`config.mk`:
```
export PLATFORM = sky130hd
export DESIGN_NAME = audio_window_ctrl
export DESIGN_NICKNAME = d
export VERILOG_FILES = /design/src/rtl/audio_pkg.sv /design/src/rtl/audio_level_quant.sv /design/src/rtl/audio_window_ctrl.sv
export SDC_FILE = /design/constraint.sdc
export NUM_CORES = 1
export LEC_CHECK = 0
export CAP_MARGIN = 10
export CORE_MARGIN = 4
export CORE_UTILIZATION = 40
export CTS_CLUSTER_DIAMETER = 150
export DETAILED_ROUTE_END_ITERATION = 7
export MAX_ROUTING_LAYER = met4
export PLACE_DENSITY = 0.64
export REMOVE_ABC_BUFFERS = 1
export SLEW_MARGIN = 0
export SYNTH_ARGS = -nofsm -noshare
export SYNTH_HDL_FRONTEND = slang
export SYNTH_SLANG_ARGS = --single-unit
```
`constraint.sdc`:
```
create_clock -name clock -period 2.47 [get_ports clock]
set_clock_uncertainty 0.05 [all_clocks]
set_input_delay 0.494 -clock clock [delete_from_list [all_inputs] [get_ports clock]]
set_output_delay 0.494 -clock clock [all_outputs]
set_load 0.05 [all_outputs]
```
`src/rtl/audio_pkg.sv`:
```
// rtl/audio_pkg.sv - shared widths, quantizer constants and sequencer state encoding
package audio_pkg;

  localparam int SAMPLE_W     = 12;
  localparam int LEVEL_W      = 4;
  localparam int LEVEL_MAX    = 9;
  localparam int LED_W        = 9;
  localparam int BASE_DEFAULT = 2048;
  // One volume step per 128 counts above the idle level.
  localparam int LEVEL_SHIFT  = 7;

  typedef enum logic [1:0] {
    ST_IDLE    = 2'd0,
    ST_ACQUIRE = 2'd1,
    ST_QUANT   = 2'd2
  } state_e;

endpackage

```
`src/rtl/audio_level_quant.sv`:
```
// rtl/audio_level_quant.sv - combinational peak to volume level and thermometer bar
module audio_level_quant
  import audio_pkg::*;
#(
  parameter int BASE = BASE_DEFAULT
) (
  input  logic [SAMPLE_W-1:0] peak_i,
  output logic [LEVEL_W-1:0]  level_o,
  output logic [LED_W-1:0]    led_o
);

  logic [SAMPLE_W-1:0] diff;
  logic [SAMPLE_W-1:0] steps;

  // Subtract only above the idle level so the difference can never wrap.
  always_comb begin
    diff    = '0;
    steps   = '0;
    level_o = '0;
    if (peak_i > SAMPLE_W'(BASE)) begin
      diff  = peak_i - SAMPLE_W'(BASE);
      steps = diff >> LEVEL_SHIFT;
      if (steps > SAMPLE_W'(LEVEL_MAX)) begin
        level_o = LEVEL_W'(LEVEL_MAX);
      end else begin
        level_o = steps[LEVEL_W-1:0];
      end
    end
  end

  // Light the lowest 'level' segments of the bar.
  always_comb begin
    led_o = '0;
    for (int i = 0; i < LED_W; i++) begin
      led_o[i] = (i < int'(level_o));
    end
  end

endmodule

```
`src/rtl/audio_window_ctrl.sv`:
```
// rtl/audio_window_ctrl.sv - sample strobe, windowed peak capture and level publishing
module audio_window_ctrl
  import audio_pkg::*;
#(
  parameter int CLK_HZ    = 100_000_000,
  parameter int SAMPLE_HZ = 20_000,
  parameter int WINDOW    = 4000,
  parameter int BASE      = BASE_DEFAULT
) (
  input  logic                clock,
  input  logic                reset,
  input  logic                enable,
  input  logic [SAMPLE_W-1:0] mic_in,
  output logic                sample_tick,
  output logic                level_valid,
  input  logic                level_ready,
  output logic [LEVEL_W-1:0]  level,
  output logic [SAMPLE_W-1:0] peak,
  output logic [LED_W-1:0]    led,
  output logic                overrun
);

  localparam int DIV    = CLK_HZ / SAMPLE_HZ;
  localparam int DIV_W  = $clog2(DIV);
  localparam int SAMP_W = (WINDOW > 1) ? $clog2(WINDOW) : 1;

  state_e              state_q, state_d;
  logic [DIV_W-1:0]    div_q, div_d;
  logic [SAMP_W-1:0]   samp_q, samp_d;
  logic [SAMPLE_W-1:0] acc_q, acc_d;
  logic [SAMPLE_W-1:0] hold_q, hold_d;
  logic                valid_q, valid_d;
  logic [LEVEL_W-1:0]  level_q, level_d;
  logic [SAMPLE_W-1:0] peak_q, peak_d;
  logic [LED_W-1:0]    led_q, led_d;
  logic                overrun_q, overrun_d;

  logic                running, tick, last_tick, load;
  logic [SAMPLE_W-1:0] sample_max;
  logic [LEVEL_W-1:0]  q_level;
  logic [LED_W-1:0]    q_led;

  assign running    = (state_q != ST_IDLE);
  assign tick       = running && (div_q == DIV_W'(DIV - 1));
  assign last_tick  = tick && (samp_q == SAMP_W'(WINDOW - 1));
  assign sample_max = (mic_in > acc_q) ? mic_in : acc_q;
  assign load       = enable && (state_q == ST_QUANT);

  audio_level_quant #(.BASE(BASE)) u_quant (
    .peak_i  (hold_q),
    .level_o (q_level),
    .led_o   (q_led)
  );

  // Sequencer state register.
  always_ff @(posedge clock) begin
    if (reset) state_q <= ST_IDLE;
    else       state_q <= state_d;
  end

  // Next state: enable low forces idle ahead of every other transition.
  always_comb begin
    state_d = state_q;
    if (!enable) begin
      state_d = ST_IDLE;
    end else begin
      case (state_q)
        ST_IDLE:    state_d = ST_ACQUIRE;
        ST_ACQUIRE: if (last_tick) state_d = ST_QUANT;
        ST_QUANT:   state_d = ST_ACQUIRE;
        default:    state_d = ST_IDLE;
      endcase
    end
  end

  // Divider, sample counter and peak tracking; hold latches the closing window's peak.
  always_comb begin
    div_d  = div_q;
    samp_d = samp_q;
    acc_d  = acc_q;
    hold_d = hold_q;
    if (!enable || !running) begin
      div_d  = '0;
      samp_d = '0;
      acc_d  = '0;
    end else begin
      div_d = tick ? '0 : div_q + DIV_W'(1);
      if (last_tick) begin
        hold_d = sample_max;
        acc_d  = '0;
        samp_d = '0;
      end else if (tick) begin
        acc_d  = sample_max;
        samp_d = samp_q + SAMP_W'(1);
      end
    end
  end

  // Published result and handshake; a load on a transfer edge keeps valid high.
  always_comb begin
    level_d   = level_q;
    peak_d    = peak_q;
    led_d     = led_q;
    valid_d   = valid_q;
    overrun_d = overrun_q;
    if (load) begin
      level_d = q_level;
      peak_d  = hold_q;
      led_d   = q_led;
      valid_d = 1'b1;
      if (valid_q && !level_ready) overrun_d = 1'b1;
    end else if (valid_q && level_ready) begin
      valid_d = 1'b0;
    end
  end

  // Datapath and output registers.
  always_ff @(posedge clock) begin
    if (reset) begin
      div_q     <= '0;
      samp_q    <= '0;
      acc_q     <= '0;
      hold_q    <= '0;
      valid_q   <= 1'b0;
      level_q   <= '0;
      peak_q    <= '0;
      led_q     <= '0;
      overrun_q <= 1'b0;
    end else begin
      div_q     <= div_d;
      samp_q    <= samp_d;
      acc_q     <= acc_d;
      hold_q    <= hold_d;
      valid_q   <= valid_d;
      level_q   <= level_d;
      peak_q    <= peak_d;
      led_q     <= led_d;
      overrun_q <= overrun_d;
    end
  end

  assign sample_tick = tick;
  assign level_valid = valid_q;
  assign level       = level_q;
  assign peak        = peak_q;
  assign led         = led_q;
  assign overrun     = overrun_q;

endmodule

```
==> run_results.csv <==
group,metric,value,unit
die,core,8680,µm²
timing,max_freq,427,MHz
hold_path,min_path_cells,1,
layout,nets,484,
layout,n_antenna_cell,0,
setup_path,crit_path_top_delay_cell,"clkdlybuf4s50_1",
place,place.port_buffers,43,
job,drv_cap,0,
layout,final_core_util,0.505,
synth,postSynthCellCount,401,
die,die_x,102,µm
place,routabilityCongestion,0.804,
setup_path,r2r.worst_path.cells,9,
global_routing,grt_use_total,0.156,
cts,clk_pin_slew,80,ps
synth,async_flop_share,0,
route,wl_per_cell,12.9,µm
synth,ys_seq_area_frac,0.436,
setup_path,critPathLaunchType,"input port",
hold_path,min_path_type,"flip-flop to flip-flop",
synth,ys_ff_latch,77,
layout,syn_to_final_growth,24.0,%
route,vias,2805,
route,drtPass1Iterations,4,
setup_path,cp_top_family,"compound AO/OA/AOI/OAI gates",
place,pre_cts_ws,-233,ps
place,placed_area,4160,µm²
route,ant_nets,0,
cts,cts_tree,"built",
synth,synth_cell_types,49,
route,dr.first_iter.drc_count,122,
timing,setup_viol,0,
die,ios,44,
synth,synth_enable_flop_cells,0,
power,p_leak,1.52,nW
global_routing,grt_pass1_vias,2767,
synth,syn_area,3540,µm²
cts,cts_buffer_depth,2,
timing,slew_headroom,0.662,
power,ir_drop,390,µV
global_routing,grt_overflow,0,
timing,period_needed,2340,ps
setup_path,cp.required,2660,ps
timing,layout_worst_path_cycle_share,0.948,
setup_path,critPathLaunch,"mic_in[1]",
cts,h-tree-depth,3,
synth,avgSynthCellArea,8.82,µm²
cts,clock_sinks,77,
setup_path,path_max_fanout,24,
timing,hold_viol_final,0,
setup_path,cpPeakStageDelay,420,ps
setup_path,critical_path_depth,9,
setup_path,endpoint_kind,"flip-flop",
die,rows,34,
timing,rsz0062_at_grt,"false",
die,dieArea,10400,µm²
route,viasPerCell,4.95,
cts,cts_made_buffers,9,
layout,final_cell_mix,"dfxtp_1, nor2_1, nand2_1",
global_routing,grt_max_degree,28,
power,p_per_area,555,nW/µm²
synth,synth_warnings,0,
setup_path,worst-path-buf-inv,2,
layout,drive_above_1_share,0.159,
cts,holdBufCountCts,0,
cts,clk_latency,350,ps
global_routing,antenna_found_initial,0,
setup_path,cp_cell_sequence,"clkdlybuf4s50_1 -> ha_1 -> nor2b_1 -> o21ai_0 -> a21boi_2 -> o41a_1 -> buf_12 -> mux2i_1 -> o21ai_2",
synth,yosys_most_used_dff,"dfxtp_1",
hold_path,min_from,"div_q[0]$_SDFF_PP0_",
place,dp_hpwl,5250,µm
timing,whs,397,ps
timing,fin_ws,128,ps
setup_path,crit_arrival,2530,ps
layout,fin_area,4390,µm²
route,drc_errors,0,
die,initial_core_util,0.407,
cts,cts.root.buffer_cell,"clkbuf_8",
timing,tightest_slew,506,ps
route,routed_wl,7290,µm
layout,final_common_cell,"dfxtp_1",
die,die_h,102,µm
power,power.total,2.43,mW
timing,drv_slew,0,
run_status,status,"completed",
global_routing,grt_pass1_wl,12700,µm
setup_path,crit_type,"input port to flip-flop",
setup_path,r2r-start,"acc_q[1]$_SDFFE_PP0P_",
==> path summary, 6_finish.rpt <==
check / endpoint / slack (ps)
hold reg to reg: div_q[0]$_SDFF_PP0_ / 400
setup reg to reg: hold_q[7]$_SDFFE_PP0P_ / 290
hold / removal: div_q[0]$_SDFF_PP0_ / 400
setup / recovery: hold_q[7]$_SDFFE_PP0P_ / 130
==> report_power, final <==
group	total (mW)	internal [mW]	leakage, nW	switching, mW
combinational	0.136	0.0674	0.794	0.0687
clock	1.06	0.574	0.110	0.481
sequential	1.24	1.24	0.620	0.00121
==> kinds of logic after synthesis <==
logic type / Yosys count / synth area share
flops: 77 / 0.436
simple gates: 158 / 0.230
fa+ha+maj: 14 / 0.0495
xor+xnor: 22 / 0.0545
compound gates: 81 / 0.142
mux: 12 / 0.0340
buf+inv: 37 / 0.0534
==> worst reg2reg max path: cells and delay by family, from the launching register on <==
family,cells,cell delay (ps)
AO/OA/AOI/OAI,4,760
adder cells (fa/ha/maj),1,280
buffers and inverters,2,240
flip-flops,1,380
multiplexers,1,220
AND/OR/NAND/NOR,1,130
==> layout make-up <==
| cell class | instances | area [µm²] |
|---|---|---|
| fill | 870 | 4290 |
| multi-input combinational | 287 | 1810 |
| sequential | 77 | 1540 |
| timing repair buffer | 65 | 618 |
| tap | 108 | 135 |
| clock buffer | 9 | 124 |
| clock inverter | 7 | 98.8 |
| inverter | 14 | 55.1 |
==> timing repair <==
action                     CTS  global route
setup buffers                0             0
setup endpoints to repair    0             5
gates resized for setup      0             2
==> synth_stat cells, types with 2 or more instances <==
library cell / count / share of area
xnor2_1: 8 / 0.020
o41ai_1: 2 / 0.0050
xor2_1: 14 / 0.035
ha_1: 14 / 0.050
o21ai_0: 15 / 0.021
clkbuf_1: 14 / 0.015
and3_1: 4 / 0.0071
a21oi_1: 41 / 0.058
buf_2: 2 / 0.0028
inv_1: 13 / 0.014
o21a_1: 2 / 0.0042
and2_1: 2 / 0.0035
nand3_1: 24 / 0.034
buf_6: 3 / 0.0096
nor2_1: 46 / 0.049
buf_4: 3 / 0.0064
mux2i_1: 12 / 0.034
nand2_1: 44 / 0.047
nor2b_1: 2 / 0.0035
nand2b_1: 4 / 0.0071
nand4_1: 8 / 0.014
nand2_2: 11 / 0.019
o21ai_2: 10 / 0.025
dfxtp_1: 77 / 0.44
a221oi_1: 2 / 0.0050
==> metrics by stage <==
step | setup TNS [ps] | cells
after floorplan | -74.4 | 378
after global placement | -3240 | 551
after detailed placement | -3890 | 551
after CTS | 0 | 567
after global routing | 0 | 567
final | 0 | 567
==> routing by layer <==
| layer | share of wire | track usage | up-vias |
|---|---|---|---|
| met2 | 0.44 | 0.227 | 57 |
| met1 | 0.50 | 0.213 | 1270 |
| met5 | 0 | - | - |
| met3 | 0.045 | 0.0253 | 8 |
| li1 | - | - | 1470 |
| met4 | 0.014 | 0.0666 | 0 |
==> registers in the layout (all words and copies together), names as in the netlist <==
| signal | cells |
|---|---|
| div_q | 13 |
| peak | 12 |
| samp_q | 12 |
| acc_q | 12 |
| led | 9 |
| hold_q | 12 |
| state_q | 2 |
| level_valid | 1 |
| level | 3 |
| overrun | 1 |
(Power assumes the default switching activity.)
